File: config.mk
export PLATFORM = sky130hd
export DESIGN_NAME = div_arbiter
export DESIGN_NICKNAME = d
export VERILOG_FILES = /design/src/rtl/div_arb_pkg.sv /design/src/rtl/div_arbiter_rr_pick.sv /design/src/rtl/div_arbiter.sv
export SDC_FILE = /design/constraint.sdc
export NUM_CORES = 1
export LEC_CHECK = 0
export ABC_CLOCK_PERIOD_IN_PS = 4100
export CAP_MARGIN = 20
export CELL_PAD_IN_SITES_DETAIL_PLACEMENT = 1
export CELL_PAD_IN_SITES_GLOBAL_PLACEMENT = 2
export CORE_AREA = 5 5 304 306
export CTS_CLUSTER_SIZE = 28
export DETAILED_ROUTE_END_ITERATION = 16
export DIE_AREA = 0 0 309 311
export PLACE_DENSITY_LB_ADDON = 0.1
export SKIP_CTS_REPAIR_TIMING = 1
export SYNTH_ARGS = -nofsm -noshare
export SYNTH_HDL_FRONTEND = slang
export SYNTH_SLANG_ARGS = --single-unit
File: constraint.sdc
create_clock -name clk -period 4.1 [get_ports clk]
set_clock_uncertainty 0.1 [all_clocks]
set_input_delay 0.82 -clock clk [delete_from_list [all_inputs] [get_ports clk]]
set_output_delay 0.82 -clock clk [all_outputs]
set_load 0.05 [all_outputs]
File: src/rtl/div_arb_pkg.sv
// Shared types, IEEE-754 double constants and special-operand classifiers
// for the divider arbiter.
package div_arb_pkg;

    typedef enum logic [1:0] {
        IDLE  = 2'd0,
        ISSUE = 2'd1,
        WAIT  = 2'd2,
        RESP  = 2'd3
    } state_t;

    localparam logic [63:0] QNAN_D    = 64'h7FF8_0000_0000_0000;
    localparam logic [63:0] INF_D     = 64'h7FF0_0000_0000_0000;
    localparam logic [10:0] EXP_MAX_D = 11'h7FF;

    function automatic logic is_nan(input logic [63:0] x);
        return (x[62:52] == EXP_MAX_D) && (x[51:0] != 52'd0);
    endfunction

    function automatic logic is_inf(input logic [63:0] x);
        return (x[62:52] == EXP_MAX_D) && (x[51:0] == 52'd0);
    endfunction

    function automatic logic is_zero(input logic [63:0] x);
        return x[62:0] == 63'd0;
    endfunction

endpackage

File: src/rtl/div_arbiter_rr_pick.sv
// Combinational round-robin picker: first valid index at or after ptr,
// wrapping explicitly so N_REQ need not be a power of two.
module rr_pick #(
    parameter int N_REQ = 4,
    parameter int PW    = $clog2(N_REQ)
) (
    input  logic [N_REQ-1:0] valid,
    input  logic [PW-1:0]    ptr,
    output logic [N_REQ-1:0] grant
);

    int   idx;
    logic found;

    always_comb begin
        grant = '0;
        found = 1'b0;
        idx   = 0;
        for (int k = 0; k < N_REQ; k++) begin
            idx = int'(ptr) + k;
            if (idx >= N_REQ) idx = idx - N_REQ;
            for (int j = 0; j < N_REQ; j++) begin
                if (!found && (j == idx) && valid[j]) begin
                    grant[j] = 1'b1;
                    found    = 1'b1;
                end
            end
        end
    end

endmodule

File: src/rtl/div_arbiter.sv
// Shares one fixed-latency double divider among N_REQ requesters.
// Optional DIV_ARB_FASTPATH_EN resolves special operands without the divider.
module div_arbiter
    import div_arb_pkg::*;
#(
    parameter int N_REQ   = 4,
    parameter int DIV_LAT = 30
) (
    input  logic                clk,
    input  logic                reset,
    input  logic [N_REQ-1:0]    req_valid,
    output logic [N_REQ-1:0]    req_ready,
    input  logic [64*N_REQ-1:0] req_a,
    input  logic [64*N_REQ-1:0] req_b,
    output logic [N_REQ-1:0]    resp_valid,
    input  logic [N_REQ-1:0]    resp_ready,
    output logic [63:0]         resp_z,
    output logic                busy,
    output logic                div_start,
    output logic [63:0]         div_a,
    output logic [63:0]         div_b,
    input  logic [63:0]         div_z
);

    // state | meaning
    // IDLE  | arbitrate, accept one request, latch operands and owner
    // ISSUE | div_start pulse, load latency counter
    // WAIT  | count down, capture div_z when cnt reaches 1
    // RESP  | hold resp_valid[owner] and resp_z until owner accepts

    localparam int PW = $clog2(N_REQ);
    localparam int CW = $clog2(DIV_LAT + 1);

    state_t            state;
    logic [CW-1:0]     cnt;
    logic [PW-1:0]     ptr;
    logic [PW-1:0]     owner;
    logic [N_REQ-1:0]  grant;
    logic [PW-1:0]     sel_idx;
    logic [63:0]       sel_a;
    logic [63:0]       sel_b;
    logic              accept;

    rr_pick #(.N_REQ(N_REQ), .PW(PW)) u_pick (
        .valid (req_valid),
        .ptr   (ptr),
        .grant (grant)
    );

    // Gated by reset so every output reads 0 while reset is held.
    assign req_ready = (state == IDLE && reset) ? grant : '0;
    assign accept    = (state == IDLE) && (|grant);

    always_comb begin
        sel_idx = '0;
        sel_a   = '0;
        sel_b   = '0;
        for (int j = 0; j < N_REQ; j++) begin
            if (grant[j]) begin
                sel_idx = PW'(j);
                sel_a   = req_a[64*j +: 64];
                sel_b   = req_b[64*j +: 64];
            end
        end
    end

`ifdef DIV_ARB_FASTPATH_EN
    logic        fast_hit;
    logic [63:0] fast_z;
    logic        sgn;

    always_comb begin
        sgn      = sel_a[63] ^ sel_b[63];
        fast_hit = 1'b1;
        fast_z   = QNAN_D;
        if (is_nan(sel_a) || is_nan(sel_b) ||
            (is_zero(sel_a) && is_zero(sel_b)) ||
            (is_inf(sel_a) && is_inf(sel_b)))
            fast_z = QNAN_D;
        else if (is_zero(sel_b) || is_inf(sel_a))
            fast_z = INF_D | {sgn, 63'd0};
        else if (is_zero(sel_a) || is_inf(sel_b))
            fast_z = {sgn, 63'd0};
        else
            fast_hit = 1'b0;
    end
`endif

    always_ff @(posedge clk or negedge reset) begin
        if (!reset) begin
            state      <= IDLE;
            cnt        <= '0;
            ptr        <= '0;
            owner      <= '0;
            resp_valid <= '0;
            resp_z     <= '0;
            busy       <= 1'b0;
            div_start  <= 1'b0;
            div_a      <= '0;
            div_b      <= '0;
        end else begin
            div_start <= 1'b0;
            case (state)
                IDLE: begin
                    if (accept) begin
                        div_a <= sel_a;
                        div_b <= sel_b;
                        owner <= sel_idx;
                        busy  <= 1'b1;
`ifdef DIV_ARB_FASTPATH_EN
                        if (fast_hit) begin
                            resp_z     <= fast_z;
                            resp_valid <= grant;
                            state      <= RESP;
                        end else begin
                            div_start <= 1'b1;
                            state     <= ISSUE;
                        end
`else
                        div_start <= 1'b1;
                        state     <= ISSUE;
`endif
                    end
                end
                ISSUE: begin
                    cnt   <= CW'(DIV_LAT);
                    state <= WAIT;
                end
                WAIT: begin
                    cnt <= cnt - 1'b1;
                    if (cnt == CW'(1)) begin
                        resp_z     <= div_z;
                        resp_valid <= N_REQ'(1) << owner;
                        state      <= RESP;
                    end
                end
                RESP: begin
                    if (resp_ready[owner]) begin
                        resp_valid <= '0;
                        busy       <= 1'b0;
                        ptr        <= (owner == PW'(N_REQ - 1)) ? '0 : owner + 1'b1;
                        state      <= IDLE;
                    end
                end
                default: state <= IDLE;
            endcase
        end
    end

endmodule

## After elaboration in Yosys (flattened, before gate mapping)

Index checks and enable logic that the tools add are counted.

- Bits in registers: 209
- Input bits: 586
- Output and inout bits: 202
- Word-level logic and storage cells: 170

- $add $sub $neg: 9
- Magnitude comparators: 5
- Equality and inequality tests: 20
- Shifts and indexed selects: 1
- Mux-type cells: 62
- Reduce and logical (&&, ||, !) cells: 63

Operators by type and width:

| cell | count |
|---|---|
| $mux 64 | 8 |
| $eq 3x32->1 const A | 8 |
| $eq 2x32->1 const A | 4 |
| $logic_not 32->1 | 4 |
| $mux 32 | 4 |
| $ge 32x4->1 const B | 3 |
| $sub 32x4->32 const B | 3 |
| $mux 1 | 36 |
| $logic_and 1x1->1 | 33 |
| $logic_not 1->1 | 15 |
| $mux 2 | 6 |
| $mux 4 | 3 |
| $pmux 5 s2 | 1 |
| $reduce_and 3->1 | 3 |
| $pmux 2 s4 | 1 |
| $pmux 4 s2 | 1 |
| $add 2x2->3 const B | 2 |
| $eq 2x2->1 const B | 3 |
| $ne 2x2->1 const B | 3 |
| $reduce_and 2->1 | 3 |
| $reduce_bool 2->1 | 3 |
| $eq 5x1->1 const B | 1 |
| $sub 5x1->5 const B | 1 |
| $reduce_or 4->1 | 1 |
| 10 further kinds | 10 |

## Logic depth before layout (Yosys ltp)

- Depth in word-level cells: 69
- Depth in mapped cells: 9
- Depth with buffers taken out: 7

## Modules after synthesis

From an unflattened synthesis, not the netlist that was laid out.

- Cell total of the unflattened synthesis: 991
- Area total of the unflattened synthesis: 11436.0 µm²

Modules (own cells, without submodules):

| module | times used | cells each | area each (µm²) | seq. area each (µm²) |
|---|---|---|---|---|
| div_arbiter | 1 | 974 | 11330.9 | 5230.0 |
| rr_pick | 1 | 17 | 105.1 | 0.0 |

## Worst setup path before layout

No wires, ideal clock.

- Path kind: input to output
- Start: input port req_valid[2]
- End: output port req_ready[1]
- Data arrival time: 2.360 ns
- Path slack: 0.820 ns
- Stages on the path: 7
- Cells stage by stage: nor2b_2 > o21ai_1 > and3_1 > buf_2 > buf_6 > buf_6 > nor2b_1

- Word-level cells in the longest chain between the ends: 47
- Elaborated cells between the ends (all ways): 49
- Classes of those cells: 15 x mux; 34 x reduce/logical

Ends and longest elaborated chain:

| element | RTL line | source |
|---|---|---|
| start: declaration | div_arbiter.sv:11 | `input logic [N_REQ-1:0] req_valid,` |
| $logic_and 1x1->1 | div_arbiter_rr_pick.sv:23 | `if (!found && (j == idx) && valid[j]) begin` |
| $mux 1 | div_arbiter_rr_pick.sv:23 |  |
| $logic_not 1->1 | div_arbiter_rr_pick.sv:23 |  |
| $logic_and 1x1->1 (2 in a row) | div_arbiter_rr_pick.sv:23 |  |
| $mux 1 | div_arbiter_rr_pick.sv:23 |  |
| $logic_not 1->1 | div_arbiter_rr_pick.sv:23 |  |
| $logic_and 1x1->1 (2 in a row) | div_arbiter_rr_pick.sv:23 |  |
| $mux 1 | div_arbiter_rr_pick.sv:23 |  |
| [... 27 more ...] | n/a |  |
| $mux 1 | div_arbiter_rr_pick.sv:23 |  |
| $logic_not 1->1 | div_arbiter_rr_pick.sv:23 |  |
| $logic_and 1x1->1 (2 in a row) | div_arbiter_rr_pick.sv:23 |  |
| $mux 1 | div_arbiter_rr_pick.sv:23 |  |
| $logic_not 1->1 | div_arbiter_rr_pick.sv:23 |  |
| $logic_and 1x1->1 (2 in a row) | div_arbiter_rr_pick.sv:23 |  |
| $mux 1 * | div_arbiter_rr_pick.sv:23 |  |
| $mux 4 * | div_arbiter.sv:51 | `assign req_ready = (state == IDLE && reset) ? grant : '0;` |
| end: declaration | div_arbiter.sv:12 | `output logic [N_REQ-1:0] req_ready,` |

Every way passes the cells marked *; elsewhere a longest branch is shown, timed or not.

## Final worst setup path

- Start: input port req_valid[2]
- End: output port req_ready[0]

- Word-level cells in the longest chain between the ends: 43
- Elaborated cells between the ends (all ways): 45
- Classes of those cells: 14 x mux; 31 x reduce/logical

Ends and longest elaborated chain:

| element | RTL line |
|---|---|
| $logic_and 1x1->1 | div_arbiter_rr_pick.sv:23 |
| $mux 1 | div_arbiter_rr_pick.sv:23 |
| $logic_not 1->1 | div_arbiter_rr_pick.sv:23 |
| $logic_and 1x1->1 (2 in a row) | div_arbiter_rr_pick.sv:23 |
| $mux 1 | div_arbiter_rr_pick.sv:23 |
| $logic_not 1->1 | div_arbiter_rr_pick.sv:23 |
| $logic_and 1x1->1 (2 in a row) | div_arbiter_rr_pick.sv:23 |
| $mux 1 | div_arbiter_rr_pick.sv:23 |
| [... 23 more ...] | n/a |
| $mux 1 | div_arbiter_rr_pick.sv:23 |
| $logic_not 1->1 | div_arbiter_rr_pick.sv:23 |
| $logic_and 1x1->1 (2 in a row) | div_arbiter_rr_pick.sv:23 |
| $mux 1 | div_arbiter_rr_pick.sv:23 |
| $logic_not 1->1 | div_arbiter_rr_pick.sv:23 |
| $logic_and 1x1->1 (2 in a row) | div_arbiter_rr_pick.sv:23 |
| $mux 1 * | div_arbiter_rr_pick.sv:23 |
| $mux 4 * | div_arbiter.sv:51 |

Marks and branches as above.

==> impl_metrics.tcl <==
set metrics [dict create \
    outcome "completed" \
    clk_pin_slew_ps 50 \
    clock_sinks 209 \
    total_leakage_power_uw 0.00856 \
    drt_pass1_iterations 4 \
    ys_types 39 \
    drv_cap 0 \
    synth_common_cells "dfrtp_1, nor2_1, a31oi_1, and2_1, a221oi_2" \
    gp_congestion 0.775 \
    yosysWarnings 0 \
    htree_num_levels 2 \
    hold_viol_final 0 \
    grt_pass1_wl_mm 118 \
    grt_pass1_vias 14510 \
    slew_viol_final 0 \
    worstPathArrival_ps 2440 \
    start_util 0.142 \
    nNetsFinal 2464 \
    netlist_instances 1134 \
    synth_nets 1729 \
    port-buffer-count 787 \
    drive_gt1_frac 0.195 \
    core_region_area_mm2 0.0893 \
    ys_top_cells_by_area "dfrtp_1, a221oi_2, o31ai_2" \
    cp-end-kind "output pin" \
    hpwlAfterDp_mm 63.8 \
    vias 12916 \
    min_path_type "in2async" \
    cts_tree "done" \
    grt_setup_unrepaired "no" \
    synth_ff_type "dfrtp_1" \
    power_density_mw_per_mm2 669 \
    seq_area_frac_synth 0.413 \
    grt_usage 0.168 \
    grt.overflow.total 0 \
    cts-root-buf "clkbuf_16" \
    worstSetupStartpointType "primary input" \
    max_freq_ghz 0.298 \
    setup_violations 0 \
    cts_buffer_depth 3 \
    worst_slack_ps 740 \
    rows 110 \
    syn_area_per_cell_um2 11.2 \
    netlist_area_mm2 0.0127 \
    cp.required_ps 3180 \
    grt_start_max_net_pins 129 \
    cts_buffers 35 \
    wl_mm 84.9 \
    antenna_found_initial 20 \
    synth_edf_count 0 \
    fill_cells 9944 \
    crit_fanout 6 \
    timing.final.crit_period_ps 3360 \
    fin_crit_sh 0.820 \
    drtIter0Drc 541 \
    fin_util 0.256 \
    dieHeight_um 311 \
    yosysTopAreaCellShare 0.413 \
    syn2layout_area_growth_pct 81.0 \
    vdd_drop_max_uv 418 \
    clock_latency_ps 540 \
    worst_pin_slew_ps 876 \
    async_reset_ff_frac 1.00 \
    path_class "in2out" \
    die_w_um 309 \
    ys_ff_latch 209 \
    relSlewSlack 0.416 \
    finalSetupTns_ps 0 \
    yosysMostFrequentCell "dfrtp_1" \
    dieArea_mm2 0.0961 \
    wire_per_inst_um 27.6 \
    avgViaCountPerCell 4.19 \
    drc_errors 0 \
    ios 788 \
    antenna_left 0 \
    pre_cts_ws_ps 625 \
    synth.largest_area_cell "dfrtp_1" \
]
==> path summary, 6_finish.rpt <==
path | startpoint | end | slack, ps | cells after the start
max in group asynchronous | reset | div_b[37] | 2690 | 2
max | req_valid[2] | req_ready[0] | 740 | 6
min | reset | resp_z[20] | 30 | 1
min in group clk | resp_z[27] | resp_z[27] | 400 | 1
min reg2reg | resp_z[27] | resp_z[27] | 400 | 1
max reg2reg | state[0] | div_b[5] | 1540 | 7
==> layout by cell type, fill, tap and decap left out, types with 2 or more instances in the layout <==
master           count
o31ai_1             40
clkdlybuf4s50_1    782
nand4b_1             4
o31ai_2             89
o21ai_0             13
nor3_1               2
clkbuf_16           37
a21oi_1              5
mux2_2              66
mux2i_1              2
nand2_1             11
buf_4               19
clkbuf_8             7
buf_12              19
a221oi_1            19
ha_1                 9
clkbuf_1             8
nor2_1             140
diode_2             12
dfrtp_1            209
nand3_1              2
inv_1               11
a31oi_1            129
a221oi_2           109
and2_1             128
nor2b_1              5
clkinv_2             7
==> flip-flops by register name, indices dropped and copies added (netlist names) <==
name,cells
owner,2
div_b,64
busy,1
cnt,5
resp_z,64
state,2
div_start,1
resp_valid,4
div_a,64
ptr,2
==> layout make-up <==
type / count / area [µm²] / area share
antenna: 12 / 30.0 / 0.00131
clock buffer: 52 / 1050 / 0.0460
clock inverter: 8 / 42.5 / 0.00186
inverter: 13 / 53.8 / 0.00235
multi-input combinational: 789 / 6650 / 0.291
sequential: 209 / 5230 / 0.228
tap: 1176 / 1470 / 0.0643
timing repair buffer: 821 / 8370 / 0.365
==> layer usage <==
metal  global-route usage  part of all wire  wire length, µm
met3               0.0568             0.079             6680
met2                0.321              0.54            45700
met1                0.182              0.37            31300
met4               0.0270             0.013             1090
met5                    0            0.0011               92
==> critical path, cell delays in order <==
cell,delay [ps]
clkdlybuf4s50_1,650
nor2b_2,220
nor2_1,70
o311a_4,350
nor2b_1,170
buf_12,150
==> logic make-up (layout without fill, tap and decap cells) <==
kind of cell             Yosys count  count (layout)  share of synthesized area
AO/OA/AOI/OAI                    410             410                      0.330
adder cells (fa/ha/maj)            9               9                    0.00890
buffers and inverters            136             894                     0.0643
flip-flops                       209             209                      0.413
multiplexers                      69              69                     0.0621
other                              0              12                          0
AND/OR/NAND/NOR                  301             301                      0.121
==> power breakdown <==
part | internal (µW) | total [µW] | switching (µW)
clock | 1760 | 2910 | 1150
combinational | 3380 | 9310 | 5930
sequential | 2730 | 3090 | 356
==> per-stage QoR <==
stage	total power (µW)	hold slack, ps	instances	area, µm²
2_1_floorplan	8990	424	1134	12700
3_3_place_gp	12600	387	3008	21800
3_5_place_dp	12700	393	3008	21800
4_1_cts	15700	7.62	3068	22900
5_1_grt	16200	12.6	3070	22900
6_report	15300	32.3	3080	22900
Power figures use the tool's default switching activity.
